--- src/rtl/uart_music_pkg.sv ---
// Shared types and constants for the UART music transmit path.
package uart_music_pkg;

   typedef enum logic [2:0] {
      IDLE,
      RD,
      WAIT,
      SEND,
      TERM,
      FIN
   } state_e;

   localparam logic [7:0]  TERM_BYTE_DEFAULT = 8'd66;

   localparam int unsigned FRAME_BITS = 10;
   localparam logic        START_BIT  = 1'b0;
   localparam logic        STOP_BIT   = 1'b1;

   localparam int unsigned BAUD_W = 16;
   localparam int unsigned BIT_W  = 4;

endpackage

--- src/rtl/uart_music_tx_byte.sv ---
// 8N1 serialiser: one start bit, 8 data bits LSB first, one stop bit.
module uart_tx_byte
   import uart_music_pkg::*;
#(
   parameter int unsigned CLKS_PER_BIT = 1250
) (
   input  logic       clk,
   input  logic       rst_n,
   input  logic       load,
   input  logic [7:0] byte_in,
   output logic       tx,
   output logic       tx_done,
   output logic       tx_busy
);

   logic              busy_q,  busy_d;
   logic [BAUD_W-1:0] baud_q,  baud_d;
   logic [BIT_W-1:0]  bit_q,   bit_d;
   logic [7:0]        shift_q, shift_d;
   logic              tx_q,    tx_d;
   logic              last_baud;
   logic              last_bit;

   assign last_baud = (baud_q == BAUD_W'(CLKS_PER_BIT - 1));
   assign last_bit  = (bit_q == BIT_W'(FRAME_BITS - 1));

   // The line value for the next bit is registered at each bit boundary.
   always_comb begin
      busy_d  = busy_q;
      baud_d  = baud_q;
      bit_d   = bit_q;
      shift_d = shift_q;
      tx_d    = tx_q;
      if (load) begin
         busy_d  = 1'b1;
         baud_d  = '0;
         bit_d   = '0;
         shift_d = byte_in;
         tx_d    = START_BIT;
      end else if (busy_q) begin
         if (last_baud) begin
            baud_d = '0;
            if (last_bit) begin
               busy_d = 1'b0;
               bit_d  = '0;
               tx_d   = STOP_BIT;
            end else begin
               bit_d = bit_q + BIT_W'(1);
               if (bit_q == BIT_W'(FRAME_BITS - 2)) begin
                  tx_d = STOP_BIT;
               end else begin
                  tx_d    = shift_q[0];
                  shift_d = {1'b0, shift_q[7:1]};
               end
            end
         end else begin
            baud_d = baud_q + BAUD_W'(1);
         end
      end
   end

   always_ff @(posedge clk or negedge rst_n) begin
      if (!rst_n) begin
         busy_q  <= 1'b0;
         baud_q  <= '0;
         bit_q   <= '0;
         shift_q <= '0;
         tx_q    <= STOP_BIT;
      end else begin
         busy_q  <= busy_d;
         baud_q  <= baud_d;
         bit_q   <= bit_d;
         shift_q <= shift_d;
         tx_q    <= tx_d;
      end
   end

   assign tx      = tx_q;
   assign tx_busy = busy_q;
   assign tx_done = busy_q && last_baud && last_bit;

endmodule

--- src/rtl/uart_music_tx.sv ---
// Dumps the note table over UART, one byte per note, followed by a terminator byte.
module uart_music_tx
   import uart_music_pkg::*;
#(
   parameter int unsigned CLKS_PER_BIT = 1250,
   parameter int unsigned NUM_NOTES    = 83,
   parameter int unsigned NOTE_W       = 5,
   parameter logic [7:0]  TERM_BYTE    = TERM_BYTE_DEFAULT
) (
   input  logic              clk,
   input  logic              rst_n,
   input  logic              start,
   output logic [7:0]        mem_addr,
   output logic              mem_rd_en,
   input  logic [NOTE_W-1:0] mem_data,
   output logic              uart_tx,
   output logic              busy,
   output logic              done
);

   state_e     state_q,    state_d;
   logic [7:0] addr_q,     addr_d;
   logic       rd_en_q,    rd_en_d;
   logic       busy_q,     busy_d;
   logic       done_q,     done_d;
   logic [1:0] term_ph_q,  term_ph_d;

   logic       load_c;
   logic [7:0] byte_c;
   logic       tx_done;
   logic       tx_busy;
   logic       last_note;

   assign last_note = (addr_q == 8'(NUM_NOTES - 1));

   uart_tx_byte #(
      .CLKS_PER_BIT (CLKS_PER_BIT)
   ) u_ser (
      .clk     (clk),
      .rst_n   (rst_n),
      .load    (load_c),
      .byte_in (byte_c),
      .tx      (uart_tx),
      .tx_done (tx_done),
      .tx_busy (tx_busy)
   );

   // TERM holds the line high for two cycles before loading, matching the RD/WAIT gap.
   always_comb begin
      state_d   = state_q;
      addr_d    = addr_q;
      rd_en_d   = 1'b0;
      busy_d    = busy_q;
      done_d    = 1'b0;
      term_ph_d = term_ph_q;
      load_c    = 1'b0;
      byte_c    = 8'(mem_data);
      case (state_q)
         IDLE: begin
            if (start) begin
               addr_d  = '0;
               rd_en_d = 1'b1;
               busy_d  = 1'b1;
               state_d = RD;
            end
         end
         RD: begin
            state_d = WAIT;
         end
         WAIT: begin
            load_c  = 1'b1;
            state_d = SEND;
         end
         SEND: begin
            if (tx_done) begin
               if (last_note) begin
                  term_ph_d = 2'd0;
                  state_d   = TERM;
               end else begin
                  addr_d  = addr_q + 8'd1;
                  rd_en_d = 1'b1;
                  state_d = RD;
               end
            end
         end
         TERM: begin
            case (term_ph_q)
               2'd0: term_ph_d = 2'd1;
               2'd1: begin
                  if (!tx_busy) begin
                     load_c    = 1'b1;
                     byte_c    = TERM_BYTE;
                     term_ph_d = 2'd2;
                  end
               end
               default: begin
                  if (tx_done) begin
                     term_ph_d = 2'd0;
                     done_d    = 1'b1;
                     state_d   = FIN;
                  end
               end
            endcase
         end
         FIN: begin
            busy_d  = 1'b0;
            state_d = IDLE;
         end
         default: state_d = IDLE;
      endcase
   end

   always_ff @(posedge clk or negedge rst_n) begin
      if (!rst_n) begin
         state_q   <= IDLE;
         addr_q    <= '0;
         rd_en_q   <= 1'b0;
         busy_q    <= 1'b0;
         done_q    <= 1'b0;
         term_ph_q <= '0;
      end else begin
         state_q   <= state_d;
         addr_q    <= addr_d;
         rd_en_q   <= rd_en_d;
         busy_q    <= busy_d;
         done_q    <= done_d;
         term_ph_q <= term_ph_d;
      end
   end

   assign mem_addr  = addr_q;
   assign mem_rd_en = rd_en_q;
   assign busy      = busy_q;
   assign done      = done_q;

endmodule

--- config.mk ---
export PLATFORM = sky130hd
export DESIGN_NAME = uart_music_tx
export DESIGN_NICKNAME = d
export VERILOG_FILES = /design/src/rtl/uart_music_pkg.sv /design/src/rtl/uart_music_tx_byte.sv /design/src/rtl/uart_music_tx.sv
export SDC_FILE = /design/constraint.sdc
export NUM_CORES = 1
export LEC_CHECK = 0
export CORE_ASPECT_RATIO = 1.75
export CORE_UTILIZATION = 40
export CTS_CLUSTER_DIAMETER = 30
export DETAILED_ROUTE_END_ITERATION = 7
export PLACE_DENSITY_LB_ADDON = 0.05
export SYNTH_ARGS = -nofsm -noshare
export SYNTH_HDL_FRONTEND = slang
export SYNTH_SLANG_ARGS = --single-unit
--- constraint.sdc ---
create_clock -name clk -period 3.38 [get_ports clk]
set_input_delay 0.507 -clock clk [delete_from_list [all_inputs] [get_ports clk]]
set_output_delay 0.507 -clock clk [all_outputs]
set_load 0.005 [all_outputs]
Yosys cells after proc, flatten, opt, wreduce, memory -nomap -nowiden --
Cells that the tools add are included.
Operators by class: bitwise operators 0, shifts and indexed selects 0, equality and inequality tests 20, muxes and demuxes 52, div/mod/pow operators 0, order comparisons 0, reduce and logical (&&, ||, !) cells 16, multipliers 0, add/subtract/negate cells 3
Operator list (count):
- 8-bit two-way mux | 8
- 16-bit two-way mux | 3
- 7-bit two-way mux | 3
- 1-bit two-way mux | 18
- 16-bit by 1-bit adder with 16-bit output (second input constant) | 1
- 16-bit by 11-bit == test with 1-bit output (second input constant) | 1
- 4-bit two-way mux | 4
- 2-bit inequality test (second input constant) | 8
- 8-bit case mux with 2 select lines | 1
- 3-bit two-way mux | 5
- 3-bit case mux with 5 select lines | 1
- 4-bit AND reduction | 3
- 2-bit nonzero test | 5
- 8-bit by 1-bit adder with 8-bit output (second input constant) | 1
- 4-bit == test (second input constant) | 2
- 8-bit by 7-bit == test with 1-bit output (second input constant) | 1
- 2-bit two-way mux | 4
- 2-bit case mux with 2 select lines | 2
- 3-bit by 2-bit == test with 1-bit output (second input constant) | 2
- 3-bit == test (second input constant) | 2
- 1-bit case mux with 2 select lines | 3
- 5-bit AND reduction | 1
- 4-bit by 1-bit adder with 4-bit output (second input constant) | 1
- 4-bit inequality test (second input constant) | 1
- 8 further kinds | 10
Storage, ports and cells: memories 0, bits in latches 0, output and inout port bits 12, bits in writable memories 0, bits in read-only memories 0, register bits 46

Depth between registers and ports, before layout --
Gate-level depths: netlist of run 1.
depth after elaboration 6, gate-level depth with buffers 9, mapped depth without buffers 7

Modules after synthesis --
A second synthesis of run 1 with hierarchy kept.
Unflattened totals: cell total of the unflattened synthesis 274, area, all modules 2522.4 sq um
By module, submodules not included:
- uart_tx_byte | area each 1647.8 sq um, instances 1, sequential area each 752.0 sq um, cells an instance 182
- uart_music_tx | area each 874.6 sq um, instances 1, sequential area each 400.4 sq um, cells an instance 92

Worst setup path before layout of run 1 --
OpenSTA, ideal clock, no wires.
path kind reg2reg, from reg u_ser.baud_q[11], to reg addr_q[6] (netlist: mem_addr[6]), clock period less this slack 2.179 ns, buffers on the path 1, stages on the path, launching flop included 7, setup slack 1.201 ns, library setup time 0.066 ns, required time 3.314 ns, arrival 2.113 ns, path through dfrtp_1 -> or4b_4 -> nor4_4 -> buf_6 -> nand4b_4 -> or4_1 -> nand2_1
On the way: word-level cells in the longest chain between the ends 5
RTL lines:
- start: declaration | RTL line uart_music_tx_byte.sv:17 | logic [BAUD_W-1:0] baud_q, baud_d;
- start signal: assignment | RTL line uart_music_tx_byte.sv:71 | baud_q <= baud_d;
- 16-bit by 11-bit == test with 1-bit output | RTL line uart_music_tx_byte.sv:24 | assign last_baud = (baud_q == BAUD_W'(CLKS_PER_BIT - 1));
- 1-bit logical AND (2 in series) | RTL line uart_music_tx_byte.sv:80 | assign tx_done = busy_q && last_baud && last_bit;
- 2-bit inequality test (no source line)
- 4-bit AND reduction (no source line)
- end signal: assignment | RTL line uart_music_tx.sv:123 | addr_q <= addr_d;
- end: declaration | RTL line uart_music_tx.sv:22 | logic [7:0] addr_q, addr_d;
Every way passes these cells. A chain may end at the register's enable or synchronous reset.

Worst setup path in the final report of run 1 --
from reg u_ser.baud_q[11], to reg u_ser.bit_q[3]
On the way: word-level cells in the longest chain between the ends 3
RTL lines:
- 16-bit by 11-bit == test with 1-bit output | RTL line uart_music_tx_byte.sv:24
- 2-bit nonzero test (no source line)
- 2-bit AND reduction (no source line)
- end signal: assignment | RTL line uart_music_tx_byte.sv:72 | bit_q <= bit_d;
- end: declaration | RTL line uart_music_tx_byte.sv:18 | logic [BIT_W-1:0] bit_q, bit_d;
Every way passes these cells.

==> results of run 1 <==
[power by group through the flow]
stage / clock, mW / sequential (mW) / combinational [mW]
2_1_floorplan: 0 / 0.553 / 0.00458
3_3_place_gp: 0 / 0.553 / 0.0245
3_5_place_dp: 0 / 0.553 / 0.0246
4_1_cts: 0.344 / 0.542 / 0.0247
5_1_grt: 0.363 / 0.543 / 0.0273
6_report: 0.326 / 0.542 / 0.0234
[per-stage QoR]
| stage | setup slack, ps | hold WS, ps | cell area (sq um) | instances |
|---|---|---|---|---|
| finish | 775 | 370 | 2840 | 369 |
| global route | 598 | 473 | 2840 | 369 |
| CTS | 732 | 420 | 2840 | 369 |
| detailed placement | 745 | 501 | 2760 | 361 |
| global placement | 843 | 494 | 2760 | 361 |
| floorplan | 1200 | 211 | 2510 | 273 |
[layout by cell type, fill, tap and decap left out, types with 11 or more instances in the layout]
cell / synthesis / final
inv_1: 12 / 12
o21ai_0: 27 / 27
nand2_1: 27 / 27
nor3_1: 11 / 11
nand3_1: 13 / 13
or3_1: 13 / 13
clkdlybuf4s50_1: 0 / 18
a21oi_1: 11 / 11
nor2_1: 22 / 22
dfrtp_1: 44 / 44
[logic make-up after synthesis]
kind of cell | after synthesis | synth area share, %
muxes | 6 | 2.54
DFF | 45 | 45.0
adders and majority gates | 7 | 3.49
buffers and inverters | 24 | 4.09
AOI/OAI and AO/OA | 53 | 12.1
and+or+nand+nor | 128 | 29.3
xor gates and xnor gates | 10 | 3.49
[state kept, by name (all words and copies together) (netlist names)]
register	flops
mem_addr	8
busy	1
mem_rd_en	1
state_q	3
done	1
u_ser.baud_q	16
u_ser.tx_busy	1
u_ser.bit_q	4
u_ser.shift_q	7
u_ser.tx	1
term_ph_q	2
[worst max-delay path, delay by kind of cell (launching register included)]
family	cells	cell delay [ps]
and+or+nand+nor	4	1830
AOI/OAI and AO/OA	1	230
DFF	1	440
[routing by layer]
| layer | track usage, % | part of all wire, % | vias to the layer above |
|---|---|---|---|
| li1 | - | - | 1010 |
| met1 | 21.6 | 41 | 974 |
| met2 | 35.6 | 54 | 35 |
| met3 | 3.86 | 2.4 | 7 |
| met4 | 8.57 | 2.0 | 0 |
| met5 | 0 | 0 | - |
[area by class of cell]
| cell class | instances | area, sq um |
|---|---|---|
| multi-input combinational | 204 | 1280 |
| timing repair buffer | 22 | 208 |
| sequential | 45 | 1130 |
| tap | 78 | 97.6 |
| clock buffer | 8 | 80.1 |
| fill | 587 | 3140 |
| inverter | 12 | 45.0 |
[synth_stat cells (2+ instances only)]
master,number
a21o_1,3
a21oi_1,11
a31oi_1,3
and3_1,5
buf_2,4
clkbuf_1,7
dfrtp_1,44
ha_1,7
inv_1,12
mux2_2,3
mux2i_1,3
nand2_1,27
nand2b_1,2
nand3_1,13
nand4_1,8
nor2_1,22
nor2b_1,3
nor3_1,11
nor3b_1,5
nor4bb_1,2
o21ai_0,27
o31ai_1,3
or2_2,2
or3_1,13
or3b_2,2
or4_1,2
xnor2_1,8
xor2_1,2
[worst paths after layout]
check | startpoint | endpoint | slack, ps | cells past startpoint
max | u_ser.baud_q[11] | u_ser.bit_q[3] | 770 | 5
max in group asynchronous | rst_n | u_ser.shift_q[1] | 2350 | 1
max reg2reg | u_ser.baud_q[11] | u_ser.bit_q[3] | 770 | 5
min | rst_n | mem_addr[6] | 370 | 1
min reg2reg | u_ser.shift_q[0] | u_ser.tx | 510 | 2
min in group clk | u_ser.shift_q[0] | u_ser.tx | 510 | 2
==> metrics.md, run 1 <==
| Metric | Value |
|---|---|
| Sequential power share | between 60% and 70% |
| Final Skew | between 3 and 4 ps |
| RSZ-0062 raised after global routing | false |
| DR vias | a little over 2000 |
| Logic gate share of total power | under 10% |
| WS Path Type | register to register |
| Final Core Density | 47.5% |
| Postcts setup bufs | 0 |
| Initial antenna violation count | 0 |
| Sw Ratio | 21.8% |
| Setup_tns | 0 ps |
| Starting Density | between 40% and 50% |
| FP Rows | 37 |
| Critical Path RT | ~3600 ps |
| Power, Total | about 0.89 mW |
| Part of the power in the clock network | 36.6% |
| Power Density | between 300 and 400 nW/um^2 |
| Cell Area, Synth | 2510 sq um |
| First-pass detailed-route iteration total | 4 |
| Layout cells sized above 1 | about 7.6% |
| Synth area leader | dfrtp_1 |
| Synthesized instance count | 273 |
| Cts bufs inserted | 5 |
| GPL Wtd Cong | around 0.79 |
| Reg clk slew, reported paths | approximately 80 ps |
| Fin nets | slightly above 300 |
| Iter 0 DRT Violations | 108 |
| Synth top area cells | dfrtp_1 (44%), o21ai_0 (5.4%), nand2_1 (4.0%), ha_1 (3.5%), nor2_1 (3.3%) |
| Register area share after synthesis | approximately 45% |
| VDD IR max | roughly 0.28 mV |
| Leak | about 1.3 nW |
| # diodes | 0 |
| Pin count of the biggest net entering global routing | 46 |
| CTS Sinks | 45 |
| Core area | roughly 6000 sq um |
| Max-Cap Viols | 0 |
| Routed Wire Length | between 5000 and 6000 um |
| Number of enable flip-flop cells after synthesis | 0 |
| Slew @ Worst Pin | 1040 ps |
| Syn Nets | around 290 |
| Die Area | around 6600 sq um |
| Worst Setup Start Kind | register |
| Yosys top cell area share | a little over two fifths |
| Fin. max-slew vios | 0 |
| Async SR Flop Fraction | between 90% and 100% |
| Vias/cell | between 5 and 6 |
| Syn Area/Cell | ~9 sq um |
| CP max stage delay | 640 ps |
| Root buffer cell | clkbuf_8 |
| Max Freq | 384 MHz |
| Final period utilization | around 77% |
| Antenna viol nets, final | 0 |
| Fin crit period | 2610 ps |
| Max FO, Critical Path | 18 |
| Yosys cell types | 47 |
| Max-slew headroom | between 30% and 40% |
| CTS tree | built |
| Hpwl dp | between 3000 and 4000 um |
| Clk buf depth | 2 |
| Top FF cell, synth | dfrtp_1 |
| # port buffers | 19 |
| Final Hold Vio Count | 0 |
| NetSw | roughly 0.19 mW |
| # DRC | 0 |
| Top-Level Pins | 20 |
| Status | finished clean |
| Wire per inst | ~15 um |
| Internal power | between 0.6 and 0.7 mW |
| Final setup viols | 0 |
| Area Overhead vs Synth | 13.1% |
| Global route overflow | 0 |
| Crit path DAT | 2820 ps |
| Crit path cell chain | or4b_4 > nor4_4 > or2_2 > nand2_1 > o31ai_1 |
| Ys Warns | 0 |
| CTS resizes | 0 |
| First-pass GRT wire length | about 9700 um |
| Die Y | roughly 110 um |
| CTS H-Tree Depth | 2 |
| GRT Total Usage | about a fifth |
| CP max-delay cell | nor4_4 |
| Synthesized flop and latch total | 45 |
| Number of global-route vias before repair | slightly above 2000 |
| CP endpoint kind | register |
| Hold Path Class | input pin to asynchronous set/reset pin |
| Die X-Extent | a little over 60 um |
| # hold bufs at CTS | 0 |
| Clock Latency Late Sink | around 300 ps |
(Power assumes the default switching activity.)
==> inputs of run 2 (changes only) <==
Clock period 3.38 ns to 2.7 ns, I/O delays scaled along.
==> metrics.md, run 2 (synthesized netlist as in run 1, its figures left out) <==
| Metric | Value |
|---|---|
| CP endpoint kind | register |
| Worst R2R Path Depth | 6 |
| CTS resizes | 0 |
| Largest register by flop count | u_ser.baud_q |
| GPL Wtd Cong | about 0.86 |
| # hold bufs at CTS | 0 |
| Reg clk slew, reported paths | about 90 ps |
| RR Startpoint | u_ser.baud_q[11] |
| Hold WS | 48.8 ps |
| Internal power | between 1 and 1.5 mW |
| Worst Setup Start Kind | register |
| Setup ws final | 361 ps |
| Die Area | approximately 6600 sq um |
| Slew @ Worst Pin | 863 ps |
| Power Density | between 400 and 500 nW/um^2 |
| Max-Cap Viols | 0 |
| FP Rows | 37 |
| Final setup viols | 0 |
| Sequential power share | 51.4% |
| Hpwl dp | 4310 um |
| Clock Latency Late Sink | around 310 ps |
| Final Core Density | about half |
| Iter 0 DRT Violations | 88 |
| Routed Wire Length | between 5000 and 6000 um |
| Commonest non-fill, non-tap cell in the layout | dfrtp_1 |
| WS Path Type | register to register |
| Global route overflow | 0 |
| Postcts setup bufs | 0 |
| Pin count of the biggest net entering global routing | 25 |
| Die Y | 107 um |
| Starting Density | 42.0% |
| Layout cells sized above 1 | a little over a tenth |
| CTS H-Tree Depth | 2 |
| NetSw | 0.263 mW |
| Max-slew headroom | ~42% |
| Initial antenna violation count | 0 |
| Area Overhead vs Synth | 17.0% |
| Max reg flops | 16 |
| Final Skew | between 7 and 8 ps |
| CTS tree | built |
| # port buffers | 19 |
| First-pass GRT wire length | 9490 um |
| # DRC | 0 |
| Max FO, Critical Path | 11 |
| Status | finished clean |
| Fin. max-slew vios | 0 |
| VDD IR max | about 0.28 mV |
| Reg2Reg Setup Slack | between 300 and 400 ps |
| Core area | between 5000 and 6000 sq um |
| Fill cell count | around 570 |
| Final Hold Vio Count | 0 |
| Fin crit period | approximately 2300 ps |
| Number of global-route vias before repair | between 2000 and 2500 |
| Critical Path RT | between 2000 and 3000 ps |
| RSZ-0062 raised after global routing | false |
| Clk buf depth | 2 |
| DR vias | 2045 |
| Logic gate share of total power | 2.3% |
| # diodes | 0 |
| Top-Level Pins | 20 |
| First-pass detailed-route iteration total | 4 |
| Hold Path Class | input pin to asynchronous set/reset pin |
| GRT Total Usage | between 10% and 20% |
| Max Freq | between 400 and 500 MHz |
| CTS Sinks | 45 |
| Setup_tns | 0 ps |
| Leak | approximately 1.3 nW |
| Pre-CTS setup slack | roughly 360 ps |
| Vias/cell | roughly 5.5 |
| Part of the power in the clock network | a little under half |
| Wire per inst | approximately 15 um |
| CP startpoint | u_ser.baud_q[11] |
| Sw Ratio | about a fifth |
| Root buffer cell | clkbuf_8 |
| Cts bufs inserted | 5 |
| Final period utilization | between 80% and 90% |
| Antenna viol nets, final | 0 |
| Fin nets | about 310 |
| Die X-Extent | between 60 and 70 um |
| Crit path DAT | between 2000 and 3000 ps |
| Commonest cells after routing, fill and taps aside | dfrtp_1 (44), nand2_1 (27), o21ai_0 (27) |
run 2: worst max-delay path: stages, from the launching register on:
cell	delay, ps
dfrtp_1	440
or4b_4	580
nor4_4	430
buf_4	220
or2_2	250
nand2_1	130
o31ai_1	200
run 2: per-stage QoR:
step,instance area (sq um),cells,power (mW)
finish,2930,375,1.32
global route,2930,375,1.36
CTS,2930,375,1.33
detailed placement,2800,367,0.724
global placement,2800,367,0.724
floorplan,2510,273,0.698
run 2: power groups by stage:
stage | sequential, mW | clock, mW | combinational, mW
after global placement | 0.692 | 0 | 0.0317
after floorplan | 0.692 | 0 | 0.00573
after detailed placement | 0.692 | 0 | 0.0318
final | 0.679 | 0.611 | 0.0304
after CTS | 0.679 | 0.624 | 0.0320
after global routing | 0.679 | 0.649 | 0.0356
run 2: metal layers:
layer  vias to the layer above  global-route usage, %  part of all wire [%]
met5                         -                      0                     0
met4                         0                   8.10                   2.0
met3                         9                   3.26                   1.7
met2                        28                   35.8                    56
met1                       985                   21.0                    40
li1                       1023                      -                     -
run 2: cell type report:
class / count / area, sq um / area share, %
Clock buffer: 5 / 68.8 / 2.35
Inverter: 12 / 45.0 / 1.54
Tap cell: 78 / 97.6 / 3.33
Timing Repair Buffer: 28 / 253 / 8.61
Sequential cell: 45 / 1130 / 38.4
Multi-Input combinational cell: 204 / 1280 / 43.5
Clock inverter: 3 / 65.1 / 2.22
run 2: path summary, 6_finish.rpt:
| path | end |
|---|---|
| hold / removal | mem_rd_en |
| setup reg to reg | u_ser.bit_q[3] |
| hold reg to reg | u_ser.tx |
| max in group asynchronous | u_ser.tx |
| setup / recovery | u_ser.bit_q[3] |
| min in group clk | u_ser.tx |
